`config.mk`:
```
export PLATFORM = sky130hd
export DESIGN_NAME = pipeline_driver_flat
export DESIGN_NICKNAME = d
export VERILOG_FILES = /design/src/rtl/pipeline_pkg.sv /design/src/rtl/pipeline_driver_if.sv /design/src/rtl/pipeline_driver_result_fifo.sv /design/src/rtl/pipeline_driver.sv /design/src/flat_wrapper.sv
export SDC_FILE = /design/constraint.sdc
export NUM_CORES = 1
export LEC_CHECK = 0
export CAP_MARGIN = 40
export CORE_MARGIN = 2
export CORE_UTILIZATION = 35
export DETAILED_ROUTE_END_ITERATION = 10
export PLACE_DENSITY_LB_ADDON = 0.15
export SLEW_MARGIN = 0
export SYNTH_ARGS = -nofsm -noshare
export SYNTH_HDL_FRONTEND = slang
export SYNTH_SLANG_ARGS = --single-unit
```
`constraint.sdc`:
```
create_clock -name clk -period 7.06 [get_ports clk]
set_input_delay 0.706 -clock clk [delete_from_list [all_inputs] [get_ports clk]]
set_output_delay 0.706 -clock clk [all_outputs]
set_load 0.005 [all_outputs]
```
`src/rtl/pipeline_pkg.sv`:
```
// Shared definitions for the pipeline datapath and its issue/collect driver.
// Holds the driver state encoding, default widths and a small popcount helper.
package pipeline_pkg;

  localparam int DEF_W   = 32;
  localparam int DEF_LAT = 2;

  typedef enum logic [1:0] {
    IDLE  = 2'd0,
    ISSUE = 2'd1,
    DRAIN = 2'd2,
    DONE  = 2'd3
  } state_e;

  // Number of set bits; the in-flight tracker is zero-extended into this.
  function automatic logic [31:0] popcnt32(input logic [31:0] v);
    logic [31:0] n;
    n = 32'd0;
    for (int i = 0; i < 32; i++) begin
      n = n + {31'd0, v[i]};
    end
    return n;
  endfunction

endpackage

```
`src/rtl/pipeline_driver_if.sv`:
```
// Controller, pipeline-operand and result-stream signals of pipeline_driver.
// The master modport is the driver's view; slave is the surrounding system.
interface pipeline_driver_if
  import pipeline_pkg::*;
#(
  parameter int W     = DEF_W,
  parameter int DEPTH = 4
);
  localparam int CW = $clog2(DEPTH) + 1;

  logic          start;
  logic [7:0]    count;
  logic [W-1:0]  base;
  logic [W-1:0]  a1;
  logic [W-1:0]  b1;
  logic [W-1:0]  a2;
  logic [W-1:0]  b2;
  logic [W-1:0]  c;
  logic          busy;
  logic          done;
  logic          res_valid;
  logic [W-1:0]  res_data;
  logic          res_ready;
  logic [CW-1:0] res_cnt;

  modport master (
    input  start, count, base, c, res_ready,
    output a1, b1, a2, b2, busy, done, res_valid, res_data, res_cnt
  );

  modport slave (
    output start, count, base, c, res_ready,
    input  a1, b1, a2, b2, busy, done, res_valid, res_data, res_cnt
  );

endinterface

```
`src/rtl/pipeline_driver_result_fifo.sv`:
```
// Synchronous result FIFO; the parent's credit scheme guarantees it never
// overflows, so push is not gated on fullness.
module result_fifo
  import pipeline_pkg::*;
#(
  parameter int DEPTH = 4,
  parameter int W     = DEF_W,
  parameter int CW    = $clog2(DEPTH) + 1
) (
  input  logic          clk,
  input  logic          rst_n,
  input  logic          push,
  input  logic [W-1:0]  din,
  input  logic          pop,
  output logic [W-1:0]  dout,
  output logic [CW-1:0] cnt,
  output logic          valid
);
  localparam int AW = (DEPTH > 1) ? $clog2(DEPTH) : 1;

  logic [W-1:0]  mem_r [DEPTH];
  logic [AW-1:0] wr_ptr_r;
  logic [AW-1:0] rd_ptr_r;
  logic [CW-1:0] cnt_r;
  logic [CW-1:0] cnt_n_s;
  logic          valid_r;

  function automatic logic [AW-1:0] next_ptr(input logic [AW-1:0] p);
    if (p == AW'(DEPTH - 1)) begin
      return '0;
    end else begin
      return p + AW'(32'd1);
    end
  endfunction

  // Occupancy update: simultaneous push and pop cancel out.
  always_comb begin
    cnt_n_s = cnt_r;
    case ({push, pop})
      2'b10:   cnt_n_s = cnt_r + CW'(32'd1);
      2'b01:   cnt_n_s = cnt_r - CW'(32'd1);
      default: cnt_n_s = cnt_r;
    endcase
  end

  // Storage, pointers and registered status.
  always_ff @(posedge clk or negedge rst_n) begin
    if (!rst_n) begin
      for (int i = 0; i < DEPTH; i++) begin
        mem_r[i] <= '0;
      end
      wr_ptr_r <= '0;
      rd_ptr_r <= '0;
      cnt_r    <= '0;
      valid_r  <= 1'b0;
    end else begin
      if (push) begin
        mem_r[wr_ptr_r] <= din;
        wr_ptr_r        <= next_ptr(wr_ptr_r);
      end
      if (pop) begin
        rd_ptr_r <= next_ptr(rd_ptr_r);
      end
      cnt_r   <= cnt_n_s;
      valid_r <= (cnt_n_s != '0);
    end
  end

  assign dout  = mem_r[rd_ptr_r];
  assign cnt   = cnt_r;
  assign valid = valid_r;

endmodule

```
`src/rtl/pipeline_driver.sv`:
```
// Issues operand bursts into the fixed-latency pipeline and collects the
// returning results into a credit-protected FIFO.
module pipeline_driver
  import pipeline_pkg::*;
#(
  parameter int LAT   = DEF_LAT,
  parameter int DEPTH = 4,
  parameter int W     = DEF_W
) (
  input  logic                clk,
  input  logic                rst_n,
  pipeline_driver_if.master   bus
);
  localparam int CW = $clog2(DEPTH) + 1;

  state_e        state_r;
  state_e        state_n_s;
  logic [7:0]    cnt_r;
  logic [7:0]    idx_r;
  logic [W-1:0]  base_r;
  logic [W-1:0]  a1_r;
  logic [W-1:0]  b1_r;
  logic [W-1:0]  a2_r;
  logic [W-1:0]  b2_r;
  logic          busy_r;
  logic          done_r;
  logic [LAT-1:0] vld_r;
  logic [LAT-1:0] vld_n_s;
  logic [LAT:0]  shift_s;
  logic [LAT:0]  drain_shift_s;
  logic          drained_s;
  logic          issue_s;
  logic          credit_s;
  logic          push_s;
  logic          pop_s;
  logic [31:0]   used_s;
  logic [W-1:0]  beat_base_s;
  logic [W-1:0]  fifo_data_s;
  logic [CW-1:0] fifo_cnt_s;
  logic          fifo_valid_s;

  assign push_s = vld_r[LAT-1];
  assign pop_s  = fifo_valid_s & bus.res_ready;

  // Credit: stored results plus in-flight beats, less this cycle's pop.
  always_comb begin
    used_s        = 32'(fifo_cnt_s) + popcnt32(32'(vld_r)) - 32'(pop_s);
    credit_s      = (used_s < 32'(DEPTH));
    drain_shift_s = {vld_r, 1'b0};
    drained_s     = (drain_shift_s[LAT-1:0] == '0);
  end

  // Next-state and issue decision.
  always_comb begin
    state_n_s = state_r;
    issue_s   = 1'b0;
    case (state_r)
      IDLE: begin
        if (bus.start) begin
          if (bus.count != 8'd0) begin
            state_n_s = ISSUE;
          end else begin
            state_n_s = DONE;
          end
        end else begin
          state_n_s = IDLE;
        end
      end
      ISSUE: begin
        if (credit_s) begin
          issue_s = 1'b1;
          if (idx_r == cnt_r - 8'd1) begin
            state_n_s = DRAIN;
          end else begin
            state_n_s = ISSUE;
          end
        end else begin
          state_n_s = ISSUE;
        end
      end
      DRAIN: begin
        // Leaves on the edge that pushes the final result.
        if (drained_s) begin
          state_n_s = DONE;
        end else begin
          state_n_s = DRAIN;
        end
      end
      DONE:    state_n_s = IDLE;
      default: state_n_s = IDLE;
    endcase
  end

  // Valid tracker shifts a 1 in on issue edges, 0 otherwise.
  always_comb begin
    shift_s     = {vld_r, issue_s};
    vld_n_s     = shift_s[LAT-1:0];
    beat_base_s = base_r + W'(idx_r);
  end

  // State, burst context, operand and status registers.
  always_ff @(posedge clk or negedge rst_n) begin
    if (!rst_n) begin
      state_r <= IDLE;
      cnt_r   <= 8'd0;
      idx_r   <= 8'd0;
      base_r  <= '0;
      a1_r    <= '0;
      b1_r    <= '0;
      a2_r    <= '0;
      b2_r    <= '0;
      vld_r   <= '0;
      busy_r  <= 1'b0;
      done_r  <= 1'b0;
    end else begin
      state_r <= state_n_s;
      vld_r   <= vld_n_s;
      busy_r  <= (state_n_s == ISSUE) || (state_n_s == DRAIN);
      done_r  <= (state_n_s == DONE);
      if ((state_r == IDLE) && bus.start && (bus.count != 8'd0)) begin
        cnt_r  <= bus.count;
        base_r <= bus.base;
        idx_r  <= 8'd0;
      end else if (issue_s) begin
        a1_r  <= beat_base_s;
        b1_r  <= beat_base_s + W'(32'd1);
        a2_r  <= beat_base_s + W'(32'd2);
        b2_r  <= beat_base_s + W'(32'd3);
        idx_r <= idx_r + 8'd1;
      end else begin
        idx_r <= idx_r;
      end
    end
  end

  result_fifo #(
    .DEPTH (DEPTH),
    .W     (W),
    .CW    (CW)
  ) u_fifo (
    .clk   (clk),
    .rst_n (rst_n),
    .push  (push_s),
    .din   (bus.c),
    .pop   (pop_s),
    .dout  (fifo_data_s),
    .cnt   (fifo_cnt_s),
    .valid (fifo_valid_s)
  );

  assign bus.a1        = a1_r;
  assign bus.b1        = b1_r;
  assign bus.a2        = a2_r;
  assign bus.b2        = b2_r;
  assign bus.busy      = busy_r;
  assign bus.done      = done_r;
  assign bus.res_valid = fifo_valid_s;
  assign bus.res_data  = fifo_data_s;
  assign bus.res_cnt   = fifo_cnt_s;

endmodule
```
`src/flat_wrapper.sv`:
```
// flat-port wrapper written by rule: the top's interface ports become plain ports
module pipeline_driver_flat import pipeline_pkg::*;
#(
  parameter int LAT   = DEF_LAT,
  parameter int DEPTH = 4,
  parameter int W     = DEF_W
)
  (clk, rst_n, bus_start, bus_count, bus_base, bus_c, bus_res_ready, bus_a1, bus_b1, bus_a2, bus_b2, bus_busy, bus_done, bus_res_valid, bus_res_data, bus_res_cnt);
  pipeline_driver_if #(.W(W), .DEPTH(DEPTH)) bus_i ();
  input  logic clk;
  input  logic rst_n;
  input wire logic [$bits(bus_i.start)-1:0] bus_start;
  input wire logic [$bits(bus_i.count)-1:0] bus_count;
  input wire logic [$bits(bus_i.base)-1:0] bus_base;
  input wire logic [$bits(bus_i.c)-1:0] bus_c;
  input wire logic [$bits(bus_i.res_ready)-1:0] bus_res_ready;
  output wire logic [$bits(bus_i.a1)-1:0] bus_a1;
  output wire logic [$bits(bus_i.b1)-1:0] bus_b1;
  output wire logic [$bits(bus_i.a2)-1:0] bus_a2;
  output wire logic [$bits(bus_i.b2)-1:0] bus_b2;
  output wire logic [$bits(bus_i.busy)-1:0] bus_busy;
  output wire logic [$bits(bus_i.done)-1:0] bus_done;
  output wire logic [$bits(bus_i.res_valid)-1:0] bus_res_valid;
  output wire logic [$bits(bus_i.res_data)-1:0] bus_res_data;
  output wire logic [$bits(bus_i.res_cnt)-1:0] bus_res_cnt;
  assign bus_i.start = bus_start;
  assign bus_i.count = bus_count;
  assign bus_i.base = bus_base;
  assign bus_i.c = bus_c;
  assign bus_i.res_ready = bus_res_ready;
  assign bus_a1 = bus_i.a1;
  assign bus_b1 = bus_i.b1;
  assign bus_a2 = bus_i.a2;
  assign bus_b2 = bus_i.b2;
  assign bus_busy = bus_i.busy;
  assign bus_done = bus_i.done;
  assign bus_res_valid = bus_i.res_valid;
  assign bus_res_data = bus_i.res_data;
  assign bus_res_cnt = bus_i.res_cnt;
  pipeline_driver #(.LAT(LAT), .DEPTH(DEPTH), .W(W)) u_core (.clk(clk), .rst_n(rst_n), .bus(bus_i));
endmodule
```
Word-level counts from Yosys, hierarchy flattened. Index checks and enable logic that the tools add are counted.

Add/sub/neg operators: 13. Order comparisons: 4. Equal/unequal tests: 11. Mux-type cells: 19. Bitwise operators: 4. Reduce and logical (&&, ||, !) cells: 9.

Operator list (count): $bwmux W128 (1); $mux W32 (3); $add A32 B2 Y32 const B (2); $bmux W32 S2 (1); $demux W32 S2 (1); $add A3 B32 Y32 (1); $add A32 B1 Y32 const B (1); $add A32 B8 Y32 (1); $lt A32 B3 Y1 const B (1); $sub A32 B1 Y32 (1); $mux W8 (2); $eq A2 B2 Y1 const B (7); $mux W2 (6); $add A8 B1 Y8 const B (1); $eq A8 B8 Y1 (1); $pmux W2 S4 (1); $reduce_bool A8 Y1 (1); $sub A8 B1 Y8 const B (1); $eq A2 B1 Y1 const B (3); $ge A3 B3 Y1 const B (2); $not A2 Y3 (2); $pmux W3 S2 (1); $add A2 B1 Y2 const B (2); $add A3 B1 Y3 const B (1); other kinds (12) (16).

Register bits after elaboration: 318. Bits of input ports: 76. Output and inout port bits: 166. Word-level logic and storage cells: 79.

Longest topological paths before layout. Gate-level depths: netlist (run 1).

Depth in word-level cells: 8. Mapped depth: 18.

Modules after synthesis. A second synthesis (run 1) with hierarchy kept.

Cell total of the unflattened synthesis: 1413. Area total of the unflattened synthesis: 15964.1 um^2.

By module, submodules not included: pipeline_driver (instances 1, cells each 1068, area each 10032.1 um^2, sequential area each 4504.3 um^2); result_fifo (instances 1, cells each 345, area each 5931.9 um^2, sequential area each 3403.3 um^2).

Worst setup path before layout (run 1). OpenSTA, ideal clock, no wires.

Kind: register to register. Start point: reg u_core.idx_r[0]. End point: reg u_core.a2_r[23], in the netlist u_core.bus.a2[23]. Setup time: 126 ps. Data arrival time: 3593 ps. Data required time: 6934 ps. Setup slack: 3341 ps. Stages on the path, launching flop included: 13. Path buffers: 1. Period minus slack after synthesis: 3719 ps. Cells stage by stage: dfrtp_1 -> ha_1 -> inv_1 -> fa_1 -> nand2b_1 -> a21boi_4 -> o21ai_1 -> o32a_1 -> a211o_1 -> buf_6 -> or3_4 -> or4_1 -> a221o_1.

Word-level cells in the longest chain between the ends: 2.

RTL lines: start, declared (RTL line pipeline_driver.sv:19) `logic [7:0] idx_r;`; start signal, assigned (RTL line pipeline_driver.sv:129) `idx_r <= idx_r + 8'd1;`; start signal, assigned (RTL line pipeline_driver.sv:131) `idx_r <= idx_r;`; $add A32 B8 Y32 (RTL line pipeline_driver.sv:98) `beat_base_s = base_r + W'(idx_r);`; $add A32 B2 Y32 (RTL line pipeline_driver.sv:127) `a2_r <= beat_base_s + W'(32'd2);`; end signal, assigned (RTL line pipeline_driver.sv:127); end, declared (RTL line pipeline_driver.sv:23) `logic [W-1:0] a2_r;`.

Every way passes these cells. A chain may end at the register's enable or synchronous reset.

Worst setup path after layout (run 1).
Start point: reg u_core.vld_r[1]. End point: reg u_core.b1_r[25], in the netlist u_core.bus.b1[25].

Word-level cells in the longest chain between the ends: 7.

RTL lines: start, declared (RTL line pipeline_driver.sv:27) `logic [LAT-1:0] vld_r;`; start signal, assigned (RTL line pipeline_driver.sv:117) `vld_r <= vld_n_s;`; $add A1 B1 Y2 (RTL line pipeline_pkg.sv:20) `n = n + {31'd0, v[i]};`; $add A3 B32 Y32 (RTL line pipeline_driver.sv:47) `used_s = 32'(fifo_cnt_s) + popcnt32(32'(vld_r)) - 32'(pop_s);`; $sub A32 B1 Y32 (RTL line pipeline_driver.sv:47); $lt A32 B3 Y1 (RTL line pipeline_driver.sv:48) `credit_s = (used_s < 32'(DEPTH));`; $mux W1 (RTL line pipeline_driver.sv:70) `if (credit_s) begin`; $mux W1 (RTL line pipeline_driver.sv:57) `case (state_r)`; $reduce_and A2 Y1 (no line); end signal, assigned (RTL line pipeline_driver.sv:126) `b1_r <= beat_base_s + W'(32'd1);`; end, declared (RTL line pipeline_driver.sv:22) `logic [W-1:0] b1_r;`.

Every way passes these cells.

==> impl_metrics.json, run 1 <==
{
  "grt_pass1_wl_um": 73860,
  "async_flop_share_pct": 100.0,
  "yosys_warnings": 0,
  "outcome": "finished clean",
  "ant_nets": 0,
  "fin_crit_sh_pct": 61.98,
  "rsz0062_at_grt": "false",
  "syn-num-nets": 1536,
  "cts_resized": 0,
  "grt_pass1_vias": 12220,
  "final_common_cell": "dfrtp_1",
  "dieArea_um2": 47410,
  "die_y_um": 217.7,
  "drt_pass1_iterations": 5,
  "worstPathArrival_ns": 4.82,
  "hold_path.class": "in2async",
  "grt_max_degree": 172,
  "ys_dominant_reg_cell": "dfrtp_1",
  "clockBufferDepth": 3,
  "cts_tree": "yes",
  "fmax_mhz": 228.5,
  "hold_violations": 0,
  "tns_ns": 0,
  "crit_fanout": 72,
  "relSlewSlack_pct": 31.91,
  "antenna_found_initial": 0,
  "drc": 0,
  "final_cell_mix": "dfrtp_1 (315), clkdlybuf4s50_1 (240), nand2_1 (171), mux2_2 (159), o21ai_0 (103)",
  "syn_area_um2": 15990,
  "pwr-share-comb_pct": 48.0,
  "cts-root-buf": "clkbuf_16",
  "post-cts-setup-buffers": 0,
  "ys_ff_latch": 316,
  "vias": 12180,
  "numCtsBuffers": 38,
  "slew_viol_final": 0,
  "p_clk_share_pct": 19.1,
  "start_util_pct": 35.39,
  "grt_overflow": 0,
  "power_leakage_nw": 8.244,
  "clk_latency_ns": 0.56,
  "max-cap-violations": 0,
  "worst_pin_slew_ns": 1.021,
  "synth_cell_types": 76,
  "synth_cells": 1432,
  "io_buffers": 241,
  "area_delta_synth_final_pct": 26.76,
  "cp.required_ns": 7.50,
  "finalClockSkew_ns": 0.02347,
  "switchingPower_w": 0.003885,
  "setup.worst_path.start_class": "flip-flop",
  "die_x_um": 217.7,
  "path_class": "reg2reg",
  "p_seq_share_pct": 32.9,
  "final_util_pct": 44.86,
  "gp_congestion": 0.8764,
  "ctsHtreeMaxLevel": 2,
  "viasPerCell": 5.334,
  "final_net_count": 1759,
  "ys_seq_area_share_pct": 49.46,
  "drive_gt1_share_pct": 18.12,
  "min_period_ns": 4.375,
  "total_power_w": 0.01014,
  "wl_um": 48210,
  "power_density_nw_per_um2": 500.1,
  "r2r_cells": 16,
  "synth_edf_count": 0,
  "worst_ir_drop_vdd_mv": 0.2320,
  "path_clk_slew_ns": 0.06,
  "cts_hold_buffers": 0,
  "internal_power_w": 0.006252,
  "synth.avg_cell_area_um2": 11.17,
  "switching_share_pct": 38.32,
  "io_pins": 242,
  "core_area_um2": 45190,
  "clock_sinks": 316,
  "wl_per_cell_um": 21.11,
  "n_fill_cell": 4248,
  "cp-end-kind": "flip-flop",
  "rows": 78,
  "setup_viol": 0,
  "drt_iter0_drc": 839,
  "groute.usage.overall_pct": 20.13,
  "hpwlAfterDp_um": 34710
}
[path summary, 6_finish.rpt]
check,slack (ns),endpoint,start
setup reg to reg,2.68,u_core.bus.b1[25],u_core.vld_r[1]
setup / recovery,2.68,u_core.bus.b1[25],u_core.vld_r[1]
hold reg to reg,0.47,u_core.bus.a1[6],u_core.bus.a1[6]
min in group clk,0.47,u_core.bus.a1[6],u_core.bus.a1[6]
hold / removal,0.12,u_core.u_fifo.mem_r[104],rst_n
max in group asynchronous,5.47,u_core.bus.b2[23],rst_n
[metrics by stage]
| step | instance area [µm²] | hold WS, ns | instances | worst slack (ns) |
|---|---|---|---|---|
| floorplan | 15990 | 0.3785 | 1432 | 3.341 |
| global placement | 18980 | 0.4615 | 2210 | 2.446 |
| detailed placement | 19040 | 0.4647 | 2215 | 2.433 |
| CTS | 20270 | 0.1589 | 2283 | 2.716 |
| global route | 20270 | 0.1847 | 2283 | 2.342 |
| finish | 20270 | 0.1203 | 2284 | 2.685 |
[flip-flops by register name, indices dropped and copies added, names as in the netlist, 8 cells and up]
name	count
u_core.u_fifo.mem_r	128
u_core.base_r	32
u_core.bus.a2	32
u_core.bus.b2	32
u_core.bus.a1	31
u_core.bus.b1	31
u_core.cnt_r	8
u_core.idx_r	8
[cells in the mapped netlist, drive strengths merged, types with 5 or more instances]
library cell,count,area (µm²)
nor2,63,236.5
or2,6,37.54
o2111ai,11,102.6
and2,10,62.56
a21o,8,60.06
ha,26,325.3
o211ai,15,112.6
a221o,9,90.09
dfrtp,316,7908
buf,36,192.7
a311o,5,50.05
o21ai,108,544.3
nor4,24,150.1
nand4,27,183.9
a21oi,20,122.6
mux4,32,720.7
xor2,34,297.8
or3,12,80.08
o31a,7,61.31
inv,29,108.9
a31oi,8,50.05
nand2,171,641.9
clkbuf,51,191.4
and4,10,87.58
nor3,31,160.1
xnor2,78,683.2
mux2,159,1790
nand3,36,185.2
nand2b,6,37.54
and3,14,87.58
o31ai,15,112.6
[cells by family (layout without fill, tap and decap cells)]
logic type	Yosys count	count (layout)	synth area share (%)
xor+xnor	112	112	6.135
compound gates	240	240	10.11
fa+ha+maj	28	28	2.285
buf+inv	116	367	3.083
mux	192	192	15.77
flops	316	316	49.46
simple gates	428	428	13.16
other cells	0	1	0
[layout make-up]
cell class,instances,area (µm²),share of cell area (%)
flip-flops and latches,316,7909,39.02
multi-input cells,1000,7604,37.51
repair buffers,270,2664,13.14
clock buffers,56,1119,5.519
well taps,600,750.7,3.704
clock inverters,12,111.4,0.5494
inverters,29,108.9,0.5371
diodes,1,2.502,0.01235
[critical path, cell delays in order, from the launching register on]
cell and delay, ns:
dfrtp_1 0.56, ha_1 0.21, inv_1 0.04, ha_1 0.26, inv_1 0.04, ha_1 0.28, nand2_1 0.06, a21oi_1 0.04
o21ai_0 0.32, nor2b_1 0.18, ha_1 0.23, nand2b_1 0.11, a211o_4 0.58, buf_4 0.62, nor2_1 0.19, and3_1 0.21
a221o_1 0.25
[power by group through the flow]
stage          logic (W)  registers [W]  clock network (W)
6_report         0.00487        0.00333            0.00193
5_1_grt          0.00533        0.00344            0.00205
4_1_cts          0.00492        0.00334            0.00199
3_5_place_dp     0.00490        0.00336                  0
3_3_place_gp     0.00483        0.00334                  0
2_1_floorplan    0.00294        0.00310                  0
[routing by layer]
layer / wire length (µm) / track usage, %
met1: 22290 / 28.44
met2: 22460 / 32.12
met3: 2427 / 3.124
met4: 1024 / 5.601
met5: 0 / 0
(Power assumes the default switching activity.)
==> inputs of run 2 (changes only) <==
==> constraint.sdc (replaced) <==
create_clock -name clk -period 4.1 [get_ports clk]
set_input_delay 0.41 -clock clk [delete_from_list [all_inputs] [get_ports clk]]
set_output_delay 0.41 -clock clk [all_outputs]
set_load 0.005 [all_outputs]
==> run 2 against run 1 <==
- sequential power up 71%
- clock skew up 0.00092 ns
- fmax up 14%
==> impl_metrics.json, run 2 (synthesized netlist as in run 1, its figures left out) <==
{
  "outcome": "finished clean",
  "rsz0062_at_grt": "false",
  "grt_overflow": 0,
  "io_pins": 242,
  "drc": 0,
  "gp_congestion": 0.8673,
  "crit_buf_inv": 1,
  "fin_cells": 2335,
  "grt_pass1_wl_um": 75290,
  "viasPerCell": 5.250,
  "vias": 12260,
  "cts_tree": "yes",
  "relSlewSlack_pct": 41.22,
  "ctsHtreeMaxLevel": 2,
  "area_delta_synth_final_pct": 30.26,
  "cp.required_ns": 4.55,
  "worst_pin_slew_ns": 0.8739,
  "power_density_nw_per_um2": 873.6,
  "drive_gt1_share_pct": 20.63,
  "crit_path_frequent_cell": "or3_1",
  "max_stage_delay_ns": 0.55,
  "numCtsBuffers": 39,
  "clk_latency_ns": 0.58,
  "hpwlAfterDp_um": 35360,
  "largest_register_ffs": 128,
  "total_power_w": 0.01820,
  "final_common_cell": "dfrtp_1",
  "final_net_count": 1808,
  "slew_viol_final": 0,
  "grt_max_degree": 102,
  "rows": 78,
  "max-cap-violations": 0,
  "drt_iter0_drc": 783,
  "cts-root-buf": "clkbuf_16",
  "fmax_mhz": 259.6,
  "clock_sinks": 316,
  "setup.worst_path.start_class": "flip-flop",
  "drt_pass1_iterations": 5,
  "power_leakage_nw": 8.558,
  "worst_ir_drop_vdd_mv": 0.4487,
  "groute.usage.overall_pct": 20.68,
  "crit_slowest_cell": "or3_1",
  "multi_input_area_um2": 7617,
  "crit_family": "compound AO/OA/AOI/OAI gates",
  "hold_violations": 0,
  "cp-end-kind": "flip-flop",
  "clockBufferDepth": 3,
  "ant_nets": 0,
  "core_area_um2": 45190,
  "wl_um": 48510,
  "tns_ns": 0,
  "fin_crit_sh_pct": 93.94,
  "die_y_um": 217.7,
  "wl_per_cell_um": 20.77,
  "start_util_pct": 35.39,
  "placed_area_um2": 19420,
  "final_cell_mix": "dfrtp_1 (315), clkdlybuf4s50_1 (240), nand2_1 (171), mux2_2 (159), o21ai_0 (103)",
  "setup_viol": 0,
  "dieArea_um2": 47410,
  "antenna_found_initial": 1,
  "crit_fanout": 12,
  "min_period_ns": 3.851,
  "grt_pass1_vias": 12550,
  "path_clk_slew_ns": 0.06,
  "hold_path.class": "in2reg",
  "antenna_cells": 0,
  "n_fill_cell": 4175,
  "die_x_um": 217.7,
  "regArea_um2": 7909,
  "io_buffers": 241,
  "dp_cells": 2262,
  "worstPathArrival_ns": 4.30,
  "stdcell_area_um2": 20830,
  "largest_register": "u_core.u_fifo.mem_r",
  "worstPathCellList": "ha_1 > inv_1 > fa_1 > nand2b_1 > a21boi_4 > o21ai_1 > o32a_1 > a211o_1 > or3_1 > or3_1 > a221o_1",
  "path_class": "reg2reg",
  "finalClockSkew_ns": 0.02438
}
run 2: changes by cell type in the layout (fill, tap and decap cells not counted), moves of 2 or more:
| cell | change |
|---|---|
| bufinv_16 | +4 |
| clkinv_4 | -2 |
| buf_4 | +44 |
| buf_12 | +3 |
run 2: worst paths after layout:
path                                  start                       to  slack [ns]  cells after the start
min                            bus_base[23]        u_core.base_r[23]        0.40                      3
min reg2reg                 u_core.vld_r[0]          u_core.vld_r[1]        0.45                      0
min in group asynchronous             rst_n  u_core.u_fifo.mem_r[40]        0.42                      2
max reg2reg                u_core.base_r[0]        u_core.bus.a2[24]        0.25                     11
max                        u_core.base_r[0]        u_core.bus.a2[24]        0.25                     11
max in group asynchronous             rst_n        u_core.bus.a1[27]        2.63                      3
run 2: cell type report:
| type | count | share of cell area [%] |
|---|---|---|
| sequential | 316 | 37.97 |
| multi-input combinational | 1000 | 36.57 |
| timing repair buffer | 318 | 14.68 |
| clock buffer | 57 | 5.491 |
| tap | 600 | 3.604 |
| clock inverter | 15 | 1.153 |
| inverter | 29 | 0.5226 |
run 2: metal layers:
metal | wire length (µm) | track usage, % | vias up
li1 | - | - | 5705
met1 | 22540 | 29.06 | 6173
met2 | 22360 | 32.82 | 315
met3 | 2530 | 3.863 | 66
met4 | 1082 | 5.465 | 0
met5 | 0 | 0 | -
run 2: per-stage QoR:
| step | setup slack [ns] | hold WS (ns) | utilization [%] |
|---|---|---|---|
| finish | 0.2485 | 0.4039 | 46.09 |
| global route | 0.003874 | 0.4132 | 46.09 |
| CTS | 0.1974 | 0.3782 | 46.06 |
| detailed placement | 0.1981 | 0.4489 | 42.98 |
| global placement | 0.2911 | 0.4442 | 42.97 |
| floorplan | 0.3806 | 0.1144 | - |
run 2: worst min-delay path, cell delays in order:
cell             delay [ns]
clkdlybuf4s50_1        0.40
nand2_1                0.06
o21ai_0                0.07
run 2: report_power, final:
part / switching, W / internal (W)
clock network: 0.00141 / 0.00226
logic: 0.00432 / 0.00451
registers: 0.00106 / 0.00462
run 2: what timing repair did:
action,in CTS,in global routing
hold buffers,1,0
setup buffers,0,0
setup endpoints to repair,0,6
resized for setup,0,2
endpoints found under the hold margin,74,0
